$ cat src/rtl/pc_gen.sv
// Program counter generator: boot/run/halt sequencing, trap and jump redirects,
// sequential advance on accepted fetches, and rejected-target reporting.
module pc_gen #(
  parameter int unsigned      XLEN         = 32,
  parameter logic [XLEN-1:0]  RESET_VECTOR = '0,
  parameter int unsigned      STEP         = 4
) (
  input  logic            clk,
  input  logic            reset,
  input  logic            fetch_ready,
  input  logic            stall,
  input  logic            j_signal,
  input  logic [XLEN-1:0] jump,
  input  logic            trap,
  input  logic [XLEN-1:0] trap_vector,
  input  logic            halt,
  output logic [XLEN-1:0] out,
  output logic            pc_valid,
  output logic [XLEN-1:0] pc_prev,
  output logic            flush,
  output logic            misaligned,
  output logic [XLEN-1:0] bad_addr
);

  typedef enum logic [1:0] {
    BOOT   = 2'd0,
    RUN    = 2'd1,
    HALTED = 2'd2
  } state_t;

  // STEP is a power of two, so STEP-1 masks the bits a legal target keeps clear.
  localparam logic [XLEN-1:0] ALIGN_MASK = XLEN'(STEP - 1);
  localparam logic [XLEN-1:0] STEP_INC   = XLEN'(STEP);

  state_t          r_state, w_state_next;
  logic [XLEN-1:0] r_out, w_out_next;
  logic [XLEN-1:0] r_prev, w_prev_next;
  logic [XLEN-1:0] r_bad, w_bad_next;
  logic            r_flush, w_flush_next;
  logic            r_mis, w_mis_next;
  logic            w_valid;
  logic            w_accept;
  logic            w_jump_bad;

  assign w_valid    = (r_state == RUN);
  assign w_accept   = w_valid & fetch_ready;
  assign w_jump_bad = |(jump & ALIGN_MASK);

  always_ff @(posedge clk or negedge reset) begin
    if (!reset) begin
      r_state <= BOOT;
      r_out   <= RESET_VECTOR;
      r_prev  <= RESET_VECTOR;
      r_bad   <= '0;
      r_flush <= 1'b0;
      r_mis   <= 1'b0;
    end else begin
      r_state <= w_state_next;
      r_out   <= w_out_next;
      r_prev  <= w_prev_next;
      r_bad   <= w_bad_next;
      r_flush <= w_flush_next;
      r_mis   <= w_mis_next;
    end
  end

  always_comb begin
    w_state_next = r_state;
    w_out_next   = r_out;
    w_prev_next  = r_prev;
    w_bad_next   = r_bad;
    w_flush_next = 1'b0;
    w_mis_next   = 1'b0;

    // pc_prev tracks every handshake, regardless of which redirect wins.
    if (w_accept) begin
      w_prev_next = r_out;
    end

    if (trap) begin
      w_out_next   = trap_vector;
      w_flush_next = 1'b1;
      w_state_next = RUN;
    end else begin
      unique case (r_state)
        BOOT: begin
          w_state_next = RUN;
        end
        RUN: begin
          if (j_signal) begin
            // A rejected target leaves out where it is, even if fetch accepted.
            if (w_jump_bad) begin
              w_mis_next = 1'b1;
              w_bad_next = jump;
            end else begin
              w_out_next   = jump;
              w_flush_next = 1'b1;
            end
          end else if (!stall && w_accept) begin
            w_out_next = r_out + STEP_INC;
          end
          if (halt) begin
            w_state_next = HALTED;
          end
        end
        HALTED: begin
          if (!halt) begin
            w_state_next = RUN;
          end
        end
        default: begin
          w_state_next = BOOT;
        end
      endcase
    end
  end

  assign out        = r_out;
  assign pc_valid   = w_valid;
  assign pc_prev    = r_prev;
  assign flush      = r_flush;
  assign misaligned = r_mis;
  assign bad_addr   = r_bad;

endmodule

$ cat config.mk
export PLATFORM = sky130hd
export DESIGN_NAME = pc_gen
export DESIGN_NICKNAME = d
export VERILOG_FILES = /design/src/rtl/pc_gen.sv
export SDC_FILE = /design/constraint.sdc
export NUM_CORES = 1
export LEC_CHECK = 0
export BUFFER_PORTS_ARGS = -buffer_cell sky130_fd_sc_hd__buf_2
export CAP_MARGIN = 10
export CORE_UTILIZATION = 50
export DETAILED_ROUTE_END_ITERATION = 10
export GPL_ROUTABILITY_DRIVEN = 0
export PLACE_DENSITY = 0.89
export SETUP_SLACK_MARGIN = 0.05
export SYNTH_ARGS = -nofsm -noshare
export SYNTH_HDL_FRONTEND = slang
export SYNTH_SLANG_ARGS = --single-unit
$ cat constraint.sdc
create_clock -name clk -period 2.2 [get_ports clk]
set_input_delay 0.44 -clock clk [delete_from_list [all_inputs] [get_ports clk]]
set_output_delay 0.44 -clock clk [all_outputs]
set_load 0.05 [all_outputs]
After elaboration in Yosys (flattened, before gate mapping) --
Cells that the tools add are included.
Storage, ports and cells: register bits 100, input port bits 71, output and inout port bits 99
Operators by class: $add $sub $neg 1, equality and inequality tests 5, mux-type cells 17, bitwise logic cells 2, reductions and logical operators 9
Operators with widths (number):
- $mux 32 | 5
- $add 32x3->32 const B | 1
- $ne 3x3->1 const B | 3
- $mux 1 | 8
- $mux 2 | 3
- $pmux 2 s3 | 1
- $reduce_and 4->1 | 1
- $reduce_and 3->1 | 1
- $reduce_bool 3->1 | 1
- $eq 2x1->1 const B | 1
- $eq 2x2->1 const B | 1
- $logic_not 2->1 | 1
- $reduce_and 2->1 | 1
- $reduce_bool 2->1 | 1
- $reduce_or 2->1 | 1
- $and 1x1->1 | 1
- $logic_and 1x1->1 | 1
- $logic_not 1->1 | 1
- $not 1->1 | 1

Depth between registers and ports, before layout --
Gate-level depths: netlist of the first run.
depth after elaboration 7, mapped depth 9

Worst setup path before layout of the first run --
No wires, ideal clock.
path type register -> register, start reg r_out[7] (netlist: out[7]), end reg r_out[31] (netlist: out[31]), setup time 70 ps, data arrival time 2227 ps, required time 2130 ps, setup slack -97 ps, cell stages (with the launch flop) 7, path buffers 1, clock period less this slack 2297 ps, path through dfrtp_1 > buf_4 > nand4_2 > or3_4 > nor4_4 > or4b_1 > nand3b_1
Between the ends: cells in the longest elaborated chain, start to end 5
Ends and longest elaborated chain:
- start: declaration | line 36 | logic [XLEN-1:0] r_out, w_out_next;
- start signal: assignment | line 59 | r_out <= w_out_next;
- $add 32x3->32 | line 100 | w_out_next = r_out + STEP_INC;
- $mux 32 | line 99 | end else if (!stall && w_accept) begin
- $mux 32 | line 90 | if (j_signal) begin
- $mux 32 | line 85 | unique case (r_state)
- $mux 32 | line 80 | if (trap) begin
No other way between the ends. The select of a mux whose other input is x is not followed. A chain may end at the register's enable or synchronous reset.

Worst setup path in the final report of the first run --
start reg r_out[2] (netlist: out[2]), end reg r_out[28] (netlist: out[28])
The elaborated chain is that of the path after synthesis.

==> impl_metrics.prom, run 1 <==
# TYPE chip_impl_metric gauge
chip_impl_metric{name="die_w",unit="um"} 100.1
chip_impl_metric{name="finalWorstSetupSlack",unit="ns"} 0.1369
chip_impl_metric{name="detailedPlace.worstSlack",unit="ns"} 0.1489
chip_impl_metric{name="clock_latency_reported_for_the_late_side_of_the_worst_skew_pair",unit="ns"} 0.37
chip_impl_metric{name="postSynthAreaPerCell",unit="sq um"} 10.81
chip_impl_info{name="yosysTopAreaCell",value="sky130_fd_sc_hd__dfrtp_1"} 1
chip_impl_metric{name="cts.htree.levels",unit=""} 3
chip_impl_metric{name="hold_ws",unit="ns"} 0.2968
chip_impl_metric{name="clock_tree.buffer_depth",unit=""} 2
chip_impl_info{name="rsz0062_at_grt",value="yes"} 1
chip_impl_metric{name="nNetsFinal",unit=""} 689
chip_impl_metric{name="count_of_buffers_inserted_at_the_top_level_ports",unit=""} 169
chip_impl_metric{name="net_count_after_synthesis",unit=""} 517
chip_impl_metric{name="globalRouteTotalUtil",unit="%"} 27.64
chip_impl_metric{name="hpwl",unit="mm"} 10.11
chip_impl_info{name="run_status",value="completed"} 1
chip_impl_metric{name="irDropWorstVdd",unit="mV"} 0.5952
chip_impl_metric{name="cts_sinks",unit=""} 100
chip_impl_metric{name="synth_async_sr_flop_share",unit="%"} 100.0
chip_impl_metric{name="synth.lib_cells_used.distinct",unit=""} 58
chip_impl_metric{name="detail_route.drc_violations",unit=""} 0
chip_impl_metric{name="power.density_cell_area",unit="nW/um^2"} 1060
chip_impl_metric{name="numCtsBuffers",unit=""} 9
chip_impl_metric{name="crit_arrival",unit="ns"} 2.31
chip_impl_info{name="cp-end-kind",value="flip-flop"} 1
chip_impl_metric{name="ant_nets",unit=""} 0
chip_impl_metric{name="initial_utilization",unit="%"} 51.83
chip_impl_metric{name="die_footprint",unit="sq um"} 10020
chip_impl_info{name="holdCritPathClass",value="primary input to flip-flop"} 1
chip_impl_metric{name="grt_max_degree",unit=""} 42
chip_impl_metric{name="timing.critical_path.fanout_max",unit=""} 6
chip_impl_metric{name="first_pass_iters",unit=""} 5
chip_impl_metric{name="postSynthCellCount",unit=""} 445
chip_impl_metric{name="fraction_of_final_layout_cells_sized_beyond_drive_strength_1",unit="%"} 46.62
chip_impl_metric{name="post-synth-top-area-fraction",unit="%"} 52.00
chip_impl_metric{name="number_of_enable_type_register_cells_in_the_synthesized_netlist",unit=""} 0
chip_impl_info{name="cts_root_buf",value="sky130_fd_sc_hd__clkbuf_8"} 1
chip_impl_metric{name="io_pins",unit=""} 170
chip_impl_info{name="most_common_cell_after_layout_fill_and_taps_aside",value="sky130_fd_sc_hd__buf_2"} 1
chip_impl_metric{name="synth_seq_area_share",unit="%"} 52.00
chip_impl_info{name="synth_area_leaders",value="sky130_fd_sc_hd__dfrtp_1 (52%), sky130_fd_sc_hd__mux2_2 (14%), sky130_fd_sc_hd__o21ai_0 (5.0%)"} 1
chip_impl_metric{name="core_area",unit="sq um"} 9284
chip_impl_metric{name="grt_pass1_vias",unit=""} 4371
chip_impl_metric{name="area.growth.synth_to_final",unit="%"} 27.41
chip_impl_info{name="ys_dominant_reg_cell",value="sky130_fd_sc_hd__dfrtp_1"} 1
chip_impl_info{name="critPathLaunch",value="out[2]"} 1
chip_impl_metric{name="route.final.wire_length",unit="mm"} 13.64
chip_impl_metric{name="timing.slew.headroom",unit="%"} 40.63
chip_impl_metric{name="wire_length_per_cell",unit="um"} 18.16
chip_impl_metric{name="dieHeight",unit="um"} 100.1
chip_impl_metric{name="max_fclk",unit="MHz"} 484.7
chip_impl_metric{name="grt_first_pass_wirelength",unit="mm"} 21.31
chip_impl_metric{name="timing_worst_slew_pin_value",unit="ns"} 0.8888
chip_impl_metric{name="postCtsSetupRepairBufs",unit=""} 0
chip_impl_metric{name="detail_route.iter0.violations",unit=""} 432
chip_impl_metric{name="netlist_area",unit="sq um"} 4812
chip_impl_metric{name="ys_ff_latch",unit=""} 100
chip_impl_metric{name="cap_violations",unit=""} 0
chip_impl_metric{name="report.final.setup_viol",unit=""} 0
chip_impl_metric{name="totalNegativeSetupSlack",unit="ns"} 0
chip_impl_metric{name="antenna-diode-count",unit=""} 0
chip_impl_metric{name="clkSlewWorstSetupHoldPaths",unit="ns"} 0.10
chip_impl_metric{name="antenna_found_initial",unit=""} 0
chip_impl_metric{name="timing.clock.skew",unit="ns"} 0.01424
chip_impl_metric{name="leakage",unit="nW"} 2.825
chip_impl_metric{name="post_drt_via_cell_ratio",unit=""} 5.989
chip_impl_info{name="tritoncts",value="yes"} 1
chip_impl_metric{name="worst_ep_required_time",unit="ns"} 2.44
chip_impl_metric{name="grt_overflow",unit=""} 0
chip_impl_metric{name="filler_cell_count",unit=""} 768
chip_impl_metric{name="synthesis.yosys.warnings",unit=""} 0
chip_impl_info{name="hold_path.startpoint",value="trap_vector[2]"} 1
chip_impl_metric{name="layout_worst_path_cycle_share",unit="%"} 93.78
chip_impl_metric{name="min_period",unit="ns"} 2.063
chip_impl_metric{name="floorplan.rows",unit=""} 35
chip_impl_metric{name="final_hold_viol_count",unit=""} 0
chip_impl_info{name="cp-start-kind",value="flip-flop"} 1
chip_impl_info{name="critical_path_class",value="flip-flop to flip-flop"} 1
chip_impl_info{name="worst_r2r_startpoint",value="out[2]"} 1
chip_impl_metric{name="routed-via-count",unit=""} 4498
chip_impl_info{name="mostFrequentLayoutCells",value="sky130_fd_sc_hd__buf_2 (168), sky130_fd_sc_hd__dfrtp_1 (87), sky130_fd_sc_hd__mux2_2 (58), sky130_fd_sc_hd__o21ai_0 (48), sky130_fd_sc_hd__nand2_1 (31)"} 1
chip_impl_metric{name="slew_viol_final",unit=""} 0
[what timing repair did]
action / CTS / global route
setup endpoints to repair: 0 / 1
hold buffers: 1 / 0
hold endpoints to repair: 21 / 0
resized for setup: 0 / 0
[power by group]
| part | total, mW | internal (mW) | switching [mW] |
|---|---|---|---|
| clock network | 1.23 | 0.546 | 0.684 |
| registers | 2.56 | 2.24 | 0.321 |
| logic | 2.71 | 0.713 | 1.99 |
| total | 6.50 | 3.50 | 3.00 |
[path summary, 6_finish.rpt]
check / to / slack [ns] / depth (start not counted)
worst max-delay path: out[28] / 0.14 / 6
worst min-delay path: out[2] / 0.30 / 3
worst max register to register: out[28] / 0.14 / 6
worst min register to register: pc_prev[16] / 0.50 / 2
max in group asynchronous: misaligned / 1.06 / 3
min in group asynchronous: pc_prev[31] / 0.54 / 2
[stage by stage]
step | cells | util [%] | instance area, sq um | total power, mW
2_1_floorplan | 445 | - | 4828 | 4.542
3_3_place_gp | 734 | 63.71 | 5914 | 5.228
3_5_place_dp | 734 | 63.71 | 5914 | 5.297
4_1_cts | 751 | 66.04 | 6131 | 6.516
5_1_grt | 751 | 66.04 | 6131 | 6.768
6_report | 751 | 66.04 | 6131 | 6.498
[critical path: stages, from the launching register on]
cell                        delay [ns]
sky130_fd_sc_hd__dfrtp_2          0.42
sky130_fd_sc_hd__ha_1             0.23
sky130_fd_sc_hd__nand4_1          0.23
sky130_fd_sc_hd__or2_2            0.41
sky130_fd_sc_hd__nor4_1           0.37
sky130_fd_sc_hd__o21ai_0          0.13
sky130_fd_sc_hd__o2bb2ai_1        0.15
[kinds of logic after synthesis]
kind of cell / share of synthesized area [%]
and+or+nand+nor: 13.36
AOI/OAI and AO/OA: 17.03
adders and majority gates: 0.2600
muxes: 13.99
buffers and inverters: 3.172
xor gates and xnor gates: 0.1820
DFF: 52.00
[cells in the mapped netlist, types with 3 or more instances]
cell type,n
sky130_fd_sc_hd__nand3_1,13
sky130_fd_sc_hd__o31ai_1,3
sky130_fd_sc_hd__dfrtp_1,100
sky130_fd_sc_hd__a32o_1,4
sky130_fd_sc_hd__or2_2,5
sky130_fd_sc_hd__a31oi_1,6
sky130_fd_sc_hd__buf_2,5
sky130_fd_sc_hd__and3_1,3
sky130_fd_sc_hd__a222oi_1,5
sky130_fd_sc_hd__a221oi_1,7
sky130_fd_sc_hd__clkbuf_1,21
sky130_fd_sc_hd__nor2_1,26
sky130_fd_sc_hd__nor4_1,10
sky130_fd_sc_hd__nand2_1,31
sky130_fd_sc_hd__o21ai_0,48
sky130_fd_sc_hd__mux2_2,58
sky130_fd_sc_hd__nor3b_1,3
sky130_fd_sc_hd__o311ai_0,3
sky130_fd_sc_hd__a21oi_1,13
sky130_fd_sc_hd__nor3_1,13
sky130_fd_sc_hd__nand4_1,5
sky130_fd_sc_hd__nand2b_1,4
sky130_fd_sc_hd__a22oi_1,7
sky130_fd_sc_hd__a221o_1,3
sky130_fd_sc_hd__inv_1,7
sky130_fd_sc_hd__a22o_1,5
[flip-flops by register name, summed over array words and instances (netlist names)]
signal      cells
bad_addr       32
flush           1
misaligned      1
out            32
pc_prev        32
r_state         2
[layer usage]
metal	global-route usage, %	vias to the layer above	wire length, um	part of all wire [%]
met5	0	-	0	0
met4	13.15	0	376	2.8
met3	5.292	41	1234	9.1
met2	44.72	272	6471	47
met1	36.07	2161	5552	41
li1	-	2024	-	-
[final cells by class]
| class | instances | area (sq um) | share of cell area [%] |
|---|---|---|---|
| Sequential cell | 100 | 2519 | 41.08 |
| Multi-Input combinational cell | 308 | 2165 | 35.31 |
| Timing Repair Buffer | 191 | 1054 | 17.18 |
| Tap cell | 129 | 161.4 | 2.633 |
| Clock buffer | 9 | 123.9 | 2.020 |
| Clock inverter | 7 | 82.58 | 1.347 |
| Inverter | 7 | 26.28 | 0.4286 |
Power figures use the tool's default switching activity.
==> run 2, diff against run 1 <==
--- a/config.mk
+++ b/config.mk
@@ -7,10 +7,10 @@
 export LEC_CHECK = 0
 export BUFFER_PORTS_ARGS = -buffer_cell sky130_fd_sc_hd__buf_2
 export CAP_MARGIN = 10
-export CORE_UTILIZATION = 50
+export CORE_UTILIZATION = 45
 export DETAILED_ROUTE_END_ITERATION = 10
 export GPL_ROUTABILITY_DRIVEN = 0
-export PLACE_DENSITY = 0.89
+export PLACE_DENSITY = 0.85
 export SETUP_SLACK_MARGIN = 0.05
 export SYNTH_ARGS = -nofsm -noshare
 export SYNTH_HDL_FRONTEND = slang
==> constraint.sdc (replaced) <==
create_clock -name clk -period 1.8 [get_ports clk]
set_input_delay 0.36 -clock clk [delete_from_list [all_inputs] [get_ports clk]]
set_output_delay 0.36 -clock clk [all_outputs]
set_load 0.05 [all_outputs]
==> impl_metrics.prom, run 2 (same netlist as run 1, synthesis figures left out) <==
# TYPE chip_impl_metric gauge
chip_impl_metric{name="final_hold_viol_count",unit=""} 0
chip_impl_info{name="most_common_cell_after_layout_fill_and_taps_aside",value="sky130_fd_sc_hd__buf_2"} 1
chip_impl_metric{name="report.final.setup_viol",unit=""} 2
chip_impl_info{name="worst_r2r_startpoint",value="out[2]"} 1
chip_impl_metric{name="layout.cells.non_filler",unit=""} 798
chip_impl_metric{name="cts_sinks",unit=""} 100
chip_impl_metric{name="dieHeight",unit="um"} 105.4
chip_impl_metric{name="min_period",unit="ns"} 1.826
chip_impl_metric{name="slew_viol_final",unit=""} 0
chip_impl_info{name="critical_path_class",value="flip-flop to flip-flop"} 1
chip_impl_metric{name="grt_first_pass_wirelength",unit="mm"} 23.32
chip_impl_info{name="cp-end-kind",value="flip-flop"} 1
chip_impl_metric{name="antenna_found_initial",unit=""} 0
chip_impl_metric{name="max_fclk",unit="MHz"} 547.5
chip_impl_metric{name="routed-via-count",unit=""} 4717
chip_impl_metric{name="fraction_of_final_layout_cells_sized_beyond_drive_strength_1",unit="%"} 54.08
chip_impl_info{name="cp_common_cell",value="sky130_fd_sc_hd__o21ai_0"} 1
chip_impl_metric{name="die_w",unit="um"} 105.4
chip_impl_metric{name="cap_violations",unit=""} 0
chip_impl_metric{name="place.detailed.instances",unit=""} 774
chip_impl_info{name="top_layer_used",value="met4"} 1
chip_impl_metric{name="timing.clock.skew",unit="ns"} 0.01250
chip_impl_metric{name="post_drt_via_cell_ratio",unit=""} 5.911
chip_impl_info{name="worstPathCellList",value="ha_4, nand4_1, or2_2, buf_4, o21a_1, o21ai_0, o21ai_0"} 1
chip_impl_info{name="cp-start-kind",value="flip-flop"} 1
chip_impl_metric{name="crit_arrival",unit="ns"} 2.08
chip_impl_info{name="cts_root_buf",value="sky130_fd_sc_hd__clkbuf_8"} 1
chip_impl_metric{name="area.growth.synth_to_final",unit="%"} 37.16
chip_impl_metric{name="met3WireLength",unit="mm"} 1.266
chip_impl_info{name="tritoncts",value="yes"} 1
chip_impl_metric{name="hold_ws",unit="ns"} 0.03586
chip_impl_metric{name="clkSlewWorstSetupHoldPaths",unit="ns"} 0.09
chip_impl_metric{name="clock_latency_reported_for_the_late_side_of_the_worst_skew_pair",unit="ns"} 0.37
chip_impl_metric{name="wl_met2",unit="mm"} 7.061
chip_impl_metric{name="grt_max_degree",unit=""} 101
chip_impl_metric{name="worst_ep_required_time",unit="ns"} 2.05
chip_impl_metric{name="report.power.total",unit="mW"} 8.066
chip_impl_metric{name="nNetsFinal",unit=""} 729
chip_impl_info{name="violated_checks",value="negative setup slack"} 1
chip_impl_metric{name="met1Wirelength",unit="mm"} 6.107
chip_impl_metric{name="route.final.wire_length",unit="mm"} 14.86
chip_impl_metric{name="layout_worst_path_cycle_share",unit="%"} 101.5
chip_impl_metric{name="detailedPlace.worstSlack",unit="ns"} -0.1324
chip_impl_metric{name="count_of_buffers_inserted_at_the_top_level_ports",unit=""} 169
chip_impl_metric{name="hpwl",unit="mm"} 10.65
chip_impl_metric{name="first_pass_iters",unit=""} 5
chip_impl_info{name="holdCritPathClass",value="primary input to async pin"} 1
chip_impl_info{name="run_status",value="finished with violations"} 1
chip_impl_metric{name="antenna-diode-count",unit=""} 0
chip_impl_metric{name="ant_nets",unit=""} 0
chip_impl_info{name="critPathLaunch",value="out[2]"} 1
chip_impl_metric{name="leakage",unit="nW"} 3.061
chip_impl_metric{name="numCtsBuffers",unit=""} 9
chip_impl_metric{name="cts.htree.levels",unit=""} 3
chip_impl_metric{name="io_pins",unit=""} 170
chip_impl_info{name="timing.critical_path.slowest_stage_cell",value="sky130_fd_sc_hd__dfrtp_2"} 1
chip_impl_metric{name="globalRouteTotalUtil",unit="%"} 26.93
chip_impl_metric{name="timing.critical_path.fanout_max",unit=""} 3
chip_impl_metric{name="finalWorstSetupSlack",unit="ns"} -0.02648
chip_impl_info{name="mostFrequentLayoutCells",value="sky130_fd_sc_hd__buf_2 (167), sky130_fd_sc_hd__dfrtp_1 (75), sky130_fd_sc_hd__buf_4 (60), sky130_fd_sc_hd__mux2_2 (58), sky130_fd_sc_hd__o21ai_0 (45)"} 1
chip_impl_metric{name="worst-r2r-cell-count",unit=""} 7
chip_impl_info{name="rsz0062_at_grt",value="yes"} 1
chip_impl_metric{name="cpPeakStageDelay",unit="ns"} 0.41
chip_impl_metric{name="wire_length_per_cell",unit="um"} 18.62
chip_impl_metric{name="power.density_cell_area",unit="nW/um^2"} 1222
chip_impl_metric{name="irDropWorstVdd",unit="mV"} 0.6224
chip_impl_metric{name="grt_pass1_vias",unit=""} 4580
chip_impl_metric{name="die_footprint",unit="sq um"} 11110
chip_impl_metric{name="initial_utilization",unit="%"} 46.61
chip_impl_metric{name="detail_route.iter0.violations",unit=""} 406
chip_impl_metric{name="grt_overflow",unit=""} 0
chip_impl_metric{name="clock_tree.buffer_depth",unit=""} 2
chip_impl_metric{name="core_area",unit="sq um"} 10320
chip_impl_metric{name="timing_worst_slew_pin_value",unit="ns"} 0.7483
chip_impl_metric{name="timing.slew.headroom",unit="%"} 50.01
chip_impl_metric{name="detail_route.drc_violations",unit=""} 0
chip_impl_metric{name="floorplan.rows",unit=""} 37
==> run 2: timing repair <==
action                     CTS  global route
setup endpoints to repair   12            22
resized for setup           11            17
cloned                       0             0
hold buffers                 0             0
pin swaps                    2             5
buffers inserted             3             5
==> run 2: critical path: cells and delay by family (launching register included) <==
| family | cells | cell delay (ns) |
|---|---|---|
| AOI/OAI and AO/OA | 3 | 0.45 |
| adders and majority gates | 1 | 0.14 |
| buffers and inverters | 1 | 0.16 |
| DFF | 1 | 0.41 |
| and+or+nand+nor | 2 | 0.55 |
==> run 2: final timing paths <==
| kind | endpoint | slack, ns |
|---|---|---|
| worst max-delay path | out[14] | -0.03 |
| worst min-delay path | pc_prev[12] | 0.04 |
| worst max register to register | out[14] | -0.03 |
| worst min register to register | bad_addr[1] | 0.50 |
| max in group asynchronous | out[7] | 1.33 |
| min in group clk | out[2] | 0.21 |
==> run 2: cell type report <==
type,instances,area (sq um)
inverters,7,26.28
repair buffers,231,1358
multi-input cells,308,2325
flip-flops and latches,100,2534
clock buffers,14,152.6
fillers,812,3724
clock inverters,2,35.03
well taps,136,170.2
==> run 2: metal layers <==
layer,vias up,track usage [%]
met5,-,0
met2,298,42.39
met3,43,5.875
met4,0,11.77
met1,2286,35.80
li1,2090,-
==> run 2: where the power goes <==
part	switching, mW	internal (mW)
sequential	0.336	2.75
clock	0.742	0.683
combinational	2.57	0.989
total	3.64	4.42
==> run 2: per-stage QoR <==
stage          area (sq um)  TNS [ns]  util (%)
2_1_floorplan          4917   -0.4994         -
3_3_place_gp           6237   -0.1046     60.42
3_5_place_dp           6237   -0.9956     60.42
4_1_cts                6502         0     62.99
5_1_grt                6600   -0.1475     63.93
6_report               6600  -0.05214     63.93
